<file path="src/rtl/agc_pkg.sv">
// agc_pkg: shared types and helpers for the multi-channel AGC gain loop.
//   agc_mode_e : per-sample update mode (STEP = fixed delta, PROP = error-proportional)
//   CLAMP_W    : width of the generic signed clamp helper
//   clamp()    : saturate a signed value into [lo, hi]; callers sign-extend into
//                CLAMP_W bits and truncate the result back to their own width.
package agc_pkg;

    typedef enum logic {
        STEP = 1'b0,
        PROP = 1'b1
    } agc_mode_e;

    localparam int CLAMP_W = 64;

    function automatic logic signed [CLAMP_W-1:0] clamp(
        input logic signed [CLAMP_W-1:0] v,
        input logic signed [CLAMP_W-1:0] lo,
        input logic signed [CLAMP_W-1:0] hi
    );
        if (v < lo) begin
            return lo;
        end else if (v > hi) begin
            return hi;
        end
        return v;
    endfunction

endpackage

</file>
<file path="src/rtl/agc_update.sv">
// agc_update: combinational gain-update datapath for one sample.
//   gain, vref, vout, delta : W-bit unsigned operands
//   mode                    : STEP or PROP
//   deadband                : |err| at or below this leaves the gain unchanged
//   new_gain                : updated gain, saturated to [GMIN, GMAX]
// The error is vref - vout in W+1 signed bits; sums are formed in W+2 signed
// bits so neither gain+delta nor gain-delta can wrap before clamping.
module agc_update
    import agc_pkg::*;
#(
    parameter int             W     = 19,
    parameter int             SHIFT = 4,
    parameter logic [W-1:0]   GMIN  = '0,
    parameter logic [W-1:0]   GMAX  = {W{1'b1}}
) (
    input  logic [W-1:0] gain,
    input  logic [W-1:0] vref,
    input  logic [W-1:0] vout,
    input  logic [W-1:0] delta,
    input  agc_mode_e    mode,
    input  logic [W-1:0] deadband,
    output logic [W-1:0] new_gain
);

    logic signed [W:0]   err;
    logic signed [W:0]   err_sh;
    logic [W-1:0]        err_mag;
    logic                hold;
    logic signed [W+1:0] gain_s;
    logic signed [W+1:0] delta_s;
    logic signed [W+1:0] err_ext;
    logic signed [W+1:0] sum;

    always_comb begin
        err     = $signed({1'b0, vref}) - $signed({1'b0, vout});
        // Magnitude taken from the unsigned operands directly, so it always fits W bits.
        err_mag = err[W] ? (vout - vref) : (vref - vout);
        // A zero deadband still holds on err == 0, which is the step-mode rule.
        hold    = (err_mag <= deadband);
        err_sh  = err >>> SHIFT;
        err_ext = {err_sh[W], err_sh};
        gain_s  = $signed({2'b00, gain});
        delta_s = $signed({2'b00, delta});

        sum = gain_s;
        if (!hold) begin
            if (mode == PROP) begin
                sum = gain_s + err_ext;
            end else if (err[W]) begin
                sum = gain_s - delta_s;
            end else begin
                sum = gain_s + delta_s;
            end
        end

        new_gain = W'(clamp(CLAMP_W'(sum),
                            $signed(CLAMP_W'(GMIN)),
                            $signed(CLAMP_W'(GMAX))));
    end

endmodule

</file>
<file path="src/rtl/agc_multi.sv">
// agc_multi: time-multiplexed multi-channel AGC gain loop.
//   clk, reset_n (async, active low)
//   in_valid/in_ready, in_ch, in_vout, delta, mode : sample input (mode sampled per sample)
//   cfg_we, cfg_ch, cfg_vref                       : per-channel reference write
//   out_valid/out_ready, out_ch, out_gain          : updated gain of the sample's channel
//   deadband                                       : only when AGC_DEADBAND_EN is defined
// Two stages: stage 1 holds the accepted sample; on its transfer into the
// output register the new gain is computed and written back to gain[ch] on the
// same edge, so a following sample for the same channel already sees it.
// Optional feature macro: AGC_DEADBAND_EN.
module agc_multi
    import agc_pkg::*;
#(
    parameter int           W         = 19,
    parameter int           NCH       = 4,
    parameter int           SHIFT     = 4,
    parameter logic [W-1:0] GAIN_INIT = W'(32'h10000),
    parameter logic [W-1:0] GMIN      = '0,
    parameter logic [W-1:0] GMAX      = {W{1'b1}},
    localparam int          CW        = $clog2(NCH)
) (
    input  logic          clk,
    input  logic          reset_n,
    input  logic          in_valid,
    output logic          in_ready,
    input  logic [CW-1:0] in_ch,
    input  logic [W-1:0]  in_vout,
    input  logic [W-1:0]  delta,
    input  logic          mode,
    input  logic          cfg_we,
    input  logic [CW-1:0] cfg_ch,
    input  logic [W-1:0]  cfg_vref,
`ifdef AGC_DEADBAND_EN
    input  logic [W-1:0]  deadband,
`endif
    output logic          out_valid,
    input  logic          out_ready,
    output logic [CW-1:0] out_ch,
    output logic [W-1:0]  out_gain
);

    localparam logic [CW:0] NCH_V = (CW+1)'(NCH);

    logic          s1_valid_reg;
    logic [CW-1:0] s1_ch_reg;
    logic [W-1:0]  s1_vout_reg;
    logic [W-1:0]  s1_delta_reg;
    agc_mode_e     s1_mode_reg;

    logic          out_valid_reg;
    logic [CW-1:0] out_ch_reg;
    logic [W-1:0]  out_gain_reg;

    logic [W-1:0]  gain_reg [NCH];
    logic [W-1:0]  vref_reg [NCH];
    logic [NCH-1:0] gain_we;
    logic [NCH-1:0] vref_we;

    logic          s2_adv;
    logic          s1_xfer;
    logic          in_fire;
    logic          s1_in_range;
    logic [W-1:0]  cur_gain;
    logic [W-1:0]  cur_vref;
    logic [W-1:0]  deadband_eff;
    logic [W-1:0]  new_gain;

`ifdef AGC_DEADBAND_EN
    assign deadband_eff = deadband;
`else
    assign deadband_eff = '0;
`endif

    assign s2_adv      = !out_valid_reg | out_ready;
    assign in_ready    = !s1_valid_reg | s2_adv;
    assign in_fire     = in_valid & in_ready;
    assign s1_xfer     = s1_valid_reg & s2_adv;
    assign s1_in_range = ({1'b0, s1_ch_reg} < NCH_V);

    // Out-of-range channels read zeros; their result is forced to 0 below anyway.
    assign cur_gain = s1_in_range ? gain_reg[s1_ch_reg] : '0;
    assign cur_vref = s1_in_range ? vref_reg[s1_ch_reg] : '0;

    agc_update #(
        .W     (W),
        .SHIFT (SHIFT),
        .GMIN  (GMIN),
        .GMAX  (GMAX)
    ) u_update (
        .gain     (cur_gain),
        .vref     (cur_vref),
        .vout     (s1_vout_reg),
        .delta    (s1_delta_reg),
        .mode     (s1_mode_reg),
        .deadband (deadband_eff),
        .new_gain (new_gain)
    );

    // Per-channel write strobes; an out-of-range index matches no channel, so
    // such cfg writes and gain write-backs are simply dropped.
    genvar gi;
    generate
        for (gi = 0; gi < NCH; gi++) begin : g_we
            assign gain_we[gi] = s1_xfer & (s1_ch_reg == CW'(gi));
            assign vref_we[gi] = cfg_we & (cfg_ch == CW'(gi));
        end
    endgenerate

    always_ff @(posedge clk or negedge reset_n) begin
        if (!reset_n) begin
            for (int i = 0; i < NCH; i++) begin
                gain_reg[i] <= GAIN_INIT;
                vref_reg[i] <= '0;
            end
        end else begin
            for (int i = 0; i < NCH; i++) begin
                if (gain_we[i]) begin
                    gain_reg[i] <= new_gain;
                end
                // A stage-1 sample transferring on this edge has already used the old value.
                if (vref_we[i]) begin
                    vref_reg[i] <= cfg_vref;
                end
            end
        end
    end

    always_ff @(posedge clk or negedge reset_n) begin
        if (!reset_n) begin
            s1_valid_reg  <= 1'b0;
            s1_ch_reg     <= '0;
            s1_vout_reg   <= '0;
            s1_delta_reg  <= '0;
            s1_mode_reg   <= STEP;
            out_valid_reg <= 1'b0;
            out_ch_reg    <= '0;
            out_gain_reg  <= '0;
        end else begin
            if (in_fire) begin
                s1_valid_reg <= 1'b1;
                s1_ch_reg    <= in_ch;
                s1_vout_reg  <= in_vout;
                s1_delta_reg <= delta;
                s1_mode_reg  <= agc_mode_e'(mode);
            end else if (s2_adv) begin
                s1_valid_reg <= 1'b0;
            end

            if (s2_adv) begin
                out_valid_reg <= s1_valid_reg;
                if (s1_valid_reg) begin
                    out_ch_reg   <= s1_ch_reg;
                    out_gain_reg <= s1_in_range ? new_gain : '0;
                end
            end
        end
    end

    assign out_valid = out_valid_reg;
    assign out_ch    = out_ch_reg;
    assign out_gain  = out_gain_reg;

endmodule

</file>
<file path="config.mk">
export PLATFORM = sky130hd
export DESIGN_NAME = agc_multi
export DESIGN_NICKNAME = d
export VERILOG_FILES = /design/src/rtl/agc_pkg.sv /design/src/rtl/agc_update.sv /design/src/rtl/agc_multi.sv
export SDC_FILE = /design/constraint.sdc
export NUM_CORES = 1
export LEC_CHECK = 0
export CAP_MARGIN = 20
export CORE_MARGIN = 3
export CORE_UTILIZATION = 30
export DETAILED_ROUTE_END_ITERATION = 7
export GPL_ROUTABILITY_DRIVEN = 0
export HOLD_SLACK_MARGIN = 0.1
export SLEW_MARGIN = 25
export SYNTH_ARGS = -nofsm -noshare
export SYNTH_HDL_FRONTEND = slang
export SYNTH_HIERARCHICAL = 1
export SYNTH_SLANG_ARGS = --single-unit
</file>
<file path="constraint.sdc">
create_clock -name clk -period 19.05 [get_ports clk]
set_input_delay 1.905 -clock clk [delete_from_list [all_inputs] [get_ports clk]]
set_output_delay 1.905 -clock clk [all_outputs]
set_load 0.05 [all_outputs]
</file>
# --- Word level (Yosys, flattened, before mapping) ---
# Index checks and enable logic that the tools add are counted.
op_classes:
  bitwise_logic: 13
  n_lt_le_gt_ge: 4
  reduce_logical: 6
  muxes: 17
  add_sub_neg: 6
  n_eq_ne: 6
op_table:
  columns: ["operator", "n"]
  rows:
  - ["19-bit 2-to-1 mux", 8]
  - ["19-bit binary-select mux with 2-bit select", 2]
  - ["21-bit 2-to-1 mux", 3]
  - ["19-bit by 19-bit subtractor with 20-bit output", 2]
  - ["19-bit subtractor", 2]
  - ["20-bit by 16-bit adder with 21-bit output", 1]
  - ["21-bit by 20-bit > comparator with 1-bit output (second input constant)", 1]
  - ["21-bit by 1-bit less-than comparator with 1-bit output (second input constant)", 1]
  - ["19-bit by 19-bit adder with 20-bit output", 1]
  - ["19-bit by 1-bit <= comparator with 1-bit output (second input constant)", 1]
  - ["1-bit AND", 10]
  - ["2-bit equality test (second input constant)", 4]
  - ["2-bit by 1-bit equality test with 1-bit output (second input constant)", 2]
  - ["2-bit logical NOT", 2]
  - ["1-bit 2-to-1 mux", 4]
  - ["3-bit greater-or-equal comparator (second input constant)", 1]
  - ["2-bit NOT with 3-bit output", 1]
  - ["1-bit logical NOT", 2]
  - ["1-bit bitwise OR", 2]
  - ["2-bit AND reduction", 1]
  - ["2-bit nonzero test", 1]
word_totals:
  regBits: 216
  in_bits: 67
  out_inout_bits: 23
  wordCells: 68

# --- Depth between registers and ports, before layout ---
# Gate-level depths: netlist of the first run.
depth:
  depth_word: 12
  mapped_depth: 30

# --- Modules after synthesis ---
# Netlist of the first run, hierarchy kept.
modules_own_cells:
  columns: ["module", "cells_per_inst", "instances", "area_each_um2"]
  rows:
  - ["agc_multi", 514, 1, 9110.0]
  - ["agc_update", 855, 1, 6099.6]

# --- Worst setup path after synthesis of the first run ---
# OpenSTA, ideal clock, no wires.
synth_path:
  kind: "register -> register"
  startpoint: "register s1_ch_reg[0]"
  endpoint: "register out_gain_reg[4] (netlist: out_gain[4])"
  setup_ps: 67
  n_path_buf: 2
  path_stages_with_launch: 28
  setup_slack_ps: 13037
  arrival_ps: 5947
  synth_period_minus_slack_ps: 6013
  cell_sequence: "dfrtp_1 -> buf_6 -> buf_2 -> mux4_2 -> inv_1 -> ha_1 -> inv_1 -> fa_1 -> a21o_1 -> a21oi_2 -> o21ai_1 -> a2111o_1 -> a31oi_2 -> o21ai_1 -> a211o_1 -> mux2i_1 -> xnor2_1 -> ha_1 -> nand2_1 -> nor2_1 -> a211oi_1 -> a22oi_1 -> and2_0 -> o2111ai_2 -> o221a_4 -> and2_4 -> a311oi_1 -> mux2_2"
synth_between:
  elab_chain_cells: 12
synth_lines:
  columns: ["element", "line_no", "source"]
  rows:
  - ["from (decl)", "agc_multi.sv:45", "logic [CW-1:0] s1_ch_reg;"]
  - ["from (signal assigned)", "agc_multi.sv:141", "s1_ch_reg <= in_ch;"]
  - ["2-bit NOT with 3-bit output (implied by the code) (*)", "agc_multi.sv:82", "assign cur_vref = s1_in_range ? vref_reg[s1_ch_reg] : '0;"]
  - ["19-bit binary-select mux with 2-bit select (*)", "agc_multi.sv:82", null]
  - ["19-bit 2-to-1 mux (implied by the code) (*) (2 in series)", "agc_multi.sv:82", null]
  - ["via cur_vref[0]", "agc_multi.sv:64", "logic [W-1:0] cur_vref;"]
  - ["19-bit by 19-bit subtractor with 20-bit output or 19-bit subtractor (tied branches)", "agc_update.sv:35, agc_update.sv:37", null]
  - ["20-bit by 16-bit adder with 21-bit output, or another cell as far along", "agc_update.sv:48", "sum = gain_s + err_ext;"]
  - ["21-bit 2-to-1 mux or 19-bit by 1-bit <= comparator with 1-bit output (tied branches)", "agc_update.sv:47, agc_update.sv:39", null]
  - ["21-bit 2-to-1 mux (*)", "agc_update.sv:46", "if (!hold) begin"]
  - ["21-bit by 20-bit > comparator with 1-bit output", "agc_pkg.sv:22", "end else if (v > hi) begin"]
  - ["1-bit 2-to-1 mux", "agc_pkg.sv:22", null]
  - ["1-bit 2-to-1 mux", "agc_pkg.sv:20", "if (v < lo) begin"]
  - ["19-bit 2-to-1 mux (*)", "agc_pkg.sv:25", "return v;"]
  - ["via new_gain[4]", "agc_multi.sv:66", "logic [W-1:0] new_gain;"]
  - ["to (signal assigned)", "agc_multi.sv:153", "out_gain_reg <= s1_in_range ? new_gain : '0;"]
  - ["to (decl)", "agc_multi.sv:52", "logic [W-1:0] out_gain_reg;"]
# The timed path passes the listed nets; every way through them passes the cells marked *. The select of a mux whose other input is x is not followed.
# A chain may end at the register's enable or synchronous reset.

# --- Worst setup path in the final report of the first run ---
layout_path:
  startpoint: "register s1_ch_reg[0]"
  endpoint: "register gain_reg[23] (netlist name)"
layout_between:
  elab_chain_cells: 12
layout_lines:
  columns: ["element", "line_no", "source"]
  rows:
  - ["2-bit NOT with 3-bit output (implied by the code) (*)", "agc_multi.sv:82", null]
  - ["19-bit binary-select mux with 2-bit select (*)", "agc_multi.sv:82", null]
  - ["19-bit 2-to-1 mux (implied by the code) (*) (2 in series)", "agc_multi.sv:82", null]
  - ["via cur_vref[0]", "agc_multi.sv:64", null]
  - ["19-bit by 19-bit subtractor with 20-bit output or 19-bit subtractor (tied branches)", "agc_update.sv:35, agc_update.sv:37", null]
  - ["20-bit by 16-bit adder with 21-bit output, or another cell as far along", "agc_update.sv:48", null]
  - ["21-bit 2-to-1 mux or 19-bit by 1-bit <= comparator with 1-bit output (tied branches)", "agc_update.sv:47, agc_update.sv:39", null]
  - ["21-bit 2-to-1 mux (*)", "agc_update.sv:46", null]
  - ["21-bit by 20-bit > comparator with 1-bit output", "agc_pkg.sv:22", null]
  - ["1-bit 2-to-1 mux", "agc_pkg.sv:22", null]
  - ["1-bit 2-to-1 mux", "agc_pkg.sv:20", null]
  - ["19-bit 2-to-1 mux (*)", "agc_pkg.sv:25", null]
  - ["via new_gain[4]", "agc_multi.sv:66", null]
  - ["to (signal, indexed assignment)", "agc_multi.sv:118", "gain_reg[i] <= new_gain;"]
  - ["to (decl)", "agc_multi.sv:54", "logic [W-1:0] gain_reg [NCH];"]
# Marks and branches as above.

==> results of run 1 <==
==> metrics by stage <==
| stage | std cells | hold slack, ns | utilization [%] | cell area, um2 |
|---|---|---|---|---|
| after floorplan | 1387 | 0.474 | - | 15300 |
| after global placement | 2085 | 0.482 | 33.5 | 16600 |
| after detailed placement | 2085 | 0.489 | 33.5 | 16600 |
| after CTS | 2125 | 0.503 | 35.1 | 17400 |
| after global routing | 2125 | 0.508 | 35.1 | 17400 |
| final | 2125 | 0.501 | 35.1 | 17400 |
==> synth_stat cells, types with 4 or more instances <==
library cell	instances
nand2b_1	8
mux4_2	38
o31ai_1	8
mux2i_1	19
nor3_1	20
ha_1	115
a211oi_1	14
mux2_2	197
and2_1	6
buf_6	17
dfstp_2	4
o211ai_1	14
a21oi_1	63
a31oi_1	13
nand4_1	11
nor3b_1	4
dfrtp_1	212
o21ai_0	44
fa_1	5
nand2_1	62
nor2_1	66
buf_2	19
a21o_1	31
nand2_2	4
a311oi_1	4
inv_1	98
o21bai_1	7
nand3b_1	4
xnor2_1	38
buf_4	16
or3_1	7
xor2_1	21
nor2b_1	8
and3_1	4
or2_2	4
a21boi_0	4
o21a_1	10
o21ai_1	7
clkbuf_1	13
mux2_4	17
nand3_1	19
a311oi_2	5
a211o_1	5
==> cell families (layout without fill, tap and decap cells) <==
kind of cell	after synthesis	count (layout)	synth area share (%)
AO/OA/AOI/OAI	272	272	12.8
multiplexers	272	272	23.2
AND/OR/NAND/NOR	259	259	9.08
flip-flops	216	216	35.6
buffers and inverters	170	244	5.78
adder cells (fa/ha/maj)	120	120	10.1
XOR/XNOR	59	59	3.40
other	1	19	0.0247
==> area by class of cell <==
cell class | instances | area, um2
Fill cell | 4848 | 32200
Multi-Input combinational cell | 1001 | 8990
Sequential cell | 216 | 5410
Timing Repair Buffer | 102 | 997
Tap cell | 664 | 831
Clock buffer | 32 | 691
Inverter | 102 | 385
Clock inverter | 8 | 67.6
==> how the worst min path moves through the flow <==
stage,startpoint,endpoint,cells after the start
2_1_floorplan,gain_reg[19],gain_reg[19],1
3_3_place_gp,gain_reg[9],gain_reg[9],1
3_5_place_dp,gain_reg[57],gain_reg[57],1
4_1_cts,vref_reg[32],vref_reg[32],1
5_1_grt,gain_reg[13],gain_reg[13],1
6_report,gain_reg[19],gain_reg[19],1
==> placed cells by master, fill, tap and decap left out, types with 6 or more instances in the layout <==
| cell | n |
|---|---|
| nand4_1 | 11 |
| mux2i_1 | 19 |
| nand3_1 | 19 |
| clkbuf_8 | 6 |
| a31oi_1 | 13 |
| o21ai_1 | 7 |
| nand2_1 | 61 |
| clkbuf_16 | 24 |
| conb_1 | 19 |
| nor2_1 | 66 |
| mux4_2 | 38 |
| or3_1 | 7 |
| xor2_1 | 21 |
| nor3_1 | 20 |
| o211ai_1 | 14 |
| inv_1 | 98 |
| a21oi_1 | 63 |
| o31ai_1 | 8 |
| nor2b_1 | 8 |
| dfrtp_1 | 210 |
| mux2_4 | 17 |
| and2_1 | 6 |
| a211oi_1 | 14 |
| nand2b_1 | 8 |
| xnor2_1 | 38 |
| o21ai_0 | 44 |
| o21bai_1 | 7 |
| clkdlybuf4s50_1 | 88 |
| mux2_2 | 197 |
| a21o_1 | 31 |
| o21a_1 | 10 |
| ha_1 | 115 |
| buf_4 | 12 |
==> metal layers <==
| layer | share of wire, % | vias to the layer above |
|---|---|---|
| li1 | - | 5105 |
| met1 | 45 | 5314 |
| met2 | 48 | 216 |
| met3 | 3.8 | 57 |
| met4 | 2.6 | 0 |
| met5 | 0 | - |
==> impl_results.md, run 1 <==
* Sequential fraction of the synthesis area at a little over a third
* Crit path depth at 27
* RSZ-0062 raised after global routing: false
* CP Launch Type: flip-flop
* Status: completed
* Max frequency at 131 MHz
* Port Buffers at just under 90
* Reg-to-Reg Start: s1_ch_reg[0]
* CP endpoint: gain_reg[23]
* Starting Density at 30.7%
* Final Hold Viols at 0
* Avg WL per Cell at approximately 18 um
* Synth Flop Type: dfrtp_1
* CP delay by family, top: compound AO/OA/AOI/OAI gates
* Count of cell types in the netlist at about 100
* # DRC at 0
* Met2 Use GR at 24.3%
* Final setup vio count at 0
* Clock buffer depth at 3
* Std cell rows at 81
* Global Route Usage Sum at 14.2%
* Die W at approximately 230 um
* Most Crowded Layer GR: met2
* Ranking of synthesized cells by area: dfrtp_1 35%, mux2_2 15%, ha_1 9.5%
* Pre-CTS WS at roughly 11 ns
* GR Layer Usage met1 at between 10% and 20%
* Final ANT Viol Nets at 0
* Drt pass-1 iters at 5
* Antenna fix cells at 0
* Hold crit path type: reg -> reg
* Setup_tns at 0 ns
* Top-Level Pins at 90
* Vias in the first global route at about 11000
* Die ar. at about 0.053 mm2
* Crit share post-route at ~40%
* CTS root buf: clkbuf_16
* Final net count at around 1600
* CTS Buf Count at 24
* CP Class: reg -> reg
* Routed WL at ~38 mm
* Async SR Flop Fraction at 100%
* Worst-margin pin slew at ~0.90 ns
* H-tree depth at 1
* Layout area overhead at 14.3%
* Rel. slew slack at roughly 40%
* Post-CTS setup buffer count at 0
* Final HPWL from detailed placement at around 28 mm
* Req. time, crit path at 19.52 ns
* Synthesized area per cell at approximately 11 um2
* R2r worst-path depth at 27
* Antenna violations before repair at 0
* CP Max Fanout at between 40 and 50
* Critical Path End Type: flip-flop
* Reg-to-Reg End: gain_reg[23]
* Core ar. at between 0.04 and 0.05 mm2
* Buffers & Inverters on Critical Path at 4
* Grt met3 use at between 1.5 and 2%
* Synth Instances at 1369
* Worst reg2reg setup slack at around 11 ns
* CTS tree: done
* CTS clock-pin slew for the worst setup and hold paths at ~0.06 ns
* Initial DRC Count at about 620
* Pin count of the biggest net entering global routing at 81
* Slowest stage delay, CP at approximately 0.7 ns
* Synth warn at 6
* # hold bufs at CTS at 0
* Via density at a little over 5
* Grt total ovfl at 0
* Max-slew violations at 0
* Minimum clock period at about 7.6 ns
* Sink Count at 216
* Crit path DAT at 8.09 ns
* Mapped cell area at about 0.015 mm2
* Maxcap violations at 0
* Setup WS post-layout at 11.43 ns
* Global-route wire length before repair at approximately 61 mm
* Clk_skew at around 0.01 ns
* Yosys reg bits at 216
* Later-pin clock latency in the skew report at about 0.53 ns
* Synth top area share at 34.9%
* Die Ht at around 230 um
* Post-synth top area cell: dfrtp_1
* Critical path's slowest cell: buf_4
* Share of cells above drive strength 1 at between 20 and 30%
* Post-CTS Resized at 0
* CP startpoint: s1_ch_reg[0]
* EDFF count, synth at 0
* Detailed-route via count at 10692
Power of run 1 is left out: the tool's default activity adds up to more than one toggle a clock period on the data nets, which glitch-free logic cannot reach.
==> run 2: changes to the inputs <==
==> constraint.sdc (replaced) <==
create_clock -name clk -period 6.1 [get_ports clk]
set_input_delay 0.61 -clock clk [delete_from_list [all_inputs] [get_ports clk]]
set_output_delay 0.61 -clock clk [all_outputs]
set_load 0.05 [all_outputs]
==> run 2 against run 1 <==
  * Routed wire length is 1.9% higher
  * Clock-buffer cell count is 4 higher
  * Register-to-register slack worse by 11 ns
  * Critical path type unchanged
  * Highest routed layer unchanged
==> impl_results.md, run 2 (same netlist as run 1, synthesis figures left out) <==
* Status: completed
* Critical path's slowest cell: mux4_2
* Final setup vio count at 0
* Maxcap violations at 0
* Initial DRC Count at between 600 and 700
* Avg WL per Cell at about 18 um
* Clock buffer depth at 3
* Core ar. at roughly 0.05 mm2
* Worst reg2reg setup slack at 0.20 ns
* Die W at approximately 230 um
* Crit share post-route at between 90% and 100%
* Min-Delay Endpoint: gain_reg[22]
* Sink Count at 216
* CP Launch Type: flip-flop
* Max-slew violations at 0
* Fillers at 4841
* Grt total ovfl at 0
* Hold Path Depth at 1
* Antenna fix cells at 0
* Slowest stage delay, CP at between 0.5 and 0.6 ns
* Reg-to-Reg End: gain_reg[65]
* Cell chain of the critical path: mux4_2 -> inv_1 -> ha_2 -> inv_1 -> fa_2 -> a21o_1 -> a21oi_2 -> o21ai_1 -> a2111o_1 -> a31oi_4 -> o21ai_4 -> a211o_1 -> xor2_2 -> ha_1 -> a21o_1 -> a21o_1 -> or3_4 -> o211ai_1 -> mux2i_2 -> nand2_4 -> buf_12 -> a311oi_2 -> buf_4 -> mux2_2
* CTS Buf Count at 25
* Clk_skew at 0.0121 ns
* Final ANT Viol Nets at 0
* Req. time, crit path at roughly 6.6 ns
* Std cell rows at about 80
* Detailed-route via count at 11023
* Port Buffers at 89
* Minimum clock period at 5.90 ns
* Die ar. at 0.0534 mm2
* CP Max Fanout at 9
* Via density at between 5 and 6
* Reg-to-Reg Start: s1_ch_reg[0]
* Global Route Usage Sum at about 14%
* Final net count at 1687
* Crit path DAT at between 6 and 7 ns
* Final Core Density at approximately 37%
* H-tree depth at 1
* Worst-margin pin slew at 0.819 ns
* Later-pin clock latency in the skew report at approximately 0.54 ns
* Hold crit path type: reg -> reg
* Pin count of the biggest net entering global routing at roughly 140
* Starting Density at 30.7%
* CTS clock-pin slew for the worst setup and hold paths at approximately 0.06 ns
* CTS root buf: clkbuf_16
* Top-Level Pins at 90
* CP delay by family, top: compound AO/OA/AOI/OAI gates
* Critical Path End Type: flip-flop
* Buffers & Inverters on Critical Path at 4
* Most common cell after layout, fill and taps aside: dfrtp_1
* Final Hold Viols at 0
* Final HPWL from detailed placement at 28.7 mm
* Antenna violations before repair at 0
* Global-route wire length before repair at between 60 and 70 mm
* Commonest non-fill, non-tap cells in the layout: 210 x dfrtp_1, 197 x mux2_2, 112 x ha_1, 98 x inv_1, 88 x clkdlybuf4s50_1
* Routed WL at roughly 40 mm
* CTS tree: done
* Cell mode on critical path: a21o_1
* Layout area overhead at 19.2%
* Share of cells above drive strength 1 at between 20% and 30%
* # DRC at 0
* Vias in the first global route at about 11000
* Hold path startpoint: gain_reg[22]
* CP Class: reg -> reg
* Hold WS at between 0.4 and 0.5 ns
* Max frequency at 170 MHz
* Sequential Area at about 0.0054 mm2
* R2r worst-path depth at 24
* Rel. slew slack at 45.4%
* Area taken by multi-input logic gates at 0.00920 mm2
* Die Ht at 231 um
* Drt pass-1 iters at 5
run 2: cell types whose count changed in the layout (fill, tap and decap cells not counted), moves of 3 or more:
| cell | change |
|---|---|
| a211oi_4 | +3 |
| buf_12 | +3 |
| buf_4 | +46 |
| bufinv_16 | +4 |
| clkbuf_1 | +7 |
| clkbuf_8 | -4 |
| ha_1 | -3 |
run 2: metrics by stage:
stage / cell area, um2 / cells / setup WS [ns] / TNS, ns
2_1_floorplan: 15300 / 1387 / 0.0869 / 0
3_3_place_gp: 16900 / 2119 / -0.341 / -3.39
3_5_place_dp: 16900 / 2120 / -0.369 / -11.43
4_1_cts: 17800 / 2167 / 0.0274 / 0
5_1_grt: 18100 / 2183 / -0.0121 / -0.0320
6_report: 18100 / 2183 / 0.203 / 0
run 2: layout make-up:
type	count	share of cell area (%)
sequential	216	29.9
clock inverter	10	0.883
tap	664	4.58
timing repair buffer	154	8.01
inverter	102	2.13
multi-input combinational	1001	50.7
clock buffer	36	3.79
run 2: worst register-to-register path: stages (launching register included):
cell and delay [ns]:
dfrtp_2 0.38, mux4_2 0.51, inv_1 0.08, ha_2 0.17, inv_1 0.05, fa_2 0.34
a21o_1 0.17, a21oi_2 0.14, o21ai_1 0.10, a2111o_1 0.45, a31oi_4 0.23, o21ai_4 0.10
a211o_1 0.35, xor2_2 0.24, ha_1 0.30, a21o_1 0.17, a21o_1 0.21, or3_4 0.34
o211ai_1 0.25, mux2i_2 0.37, nand2_4 0.13, buf_12 0.17, a311oi_2 0.27, buf_4 0.19
mux2_2 0.14
run 2: worst max-delay path by stage:
stage	slack, ns	cells past startpoint	to	start
global placement	-0.34	26	out_gain[4]	s1_ch_reg[0]
floorplan	0.09	27	out_gain[4]	s1_ch_reg[0]
global route	-0.01	28	gain_reg[17]	s1_ch_reg[0]
CTS	0.03	26	out_gain[4]	s1_ch_reg[0]
detailed placement	-0.37	26	out_gain[4]	s1_ch_reg[0]
finish	0.20	24	gain_reg[65]	s1_ch_reg[0]
run 2: per-layer routing:
layer / global-route usage, % / vias up / wire [um] / part of all wire [%]
met3: 1.76 / 42 / 1340 / 3.4
met4: 3.22 / 0 / 611 / 1.6
met1: 19.1 / 5554 / 17700 / 46
li1: - / 5209 / - / -
met5: 0 / - / 0 / 0
met2: 24.7 / 218 / 19200 / 49
run 2: repair_timing:
action | 4_1_cts | 5_1_grt
gates cloned | 0 | 1
pin swaps | 0 | 15
hold buffers | 1 | 0
resized for setup | 10 | 31
hold endpoints to repair | 68 | 0
setup endpoints to repair | 95 | 95
buffers inserted | 0 | 15
Power of run 2 is left out for the same reason.
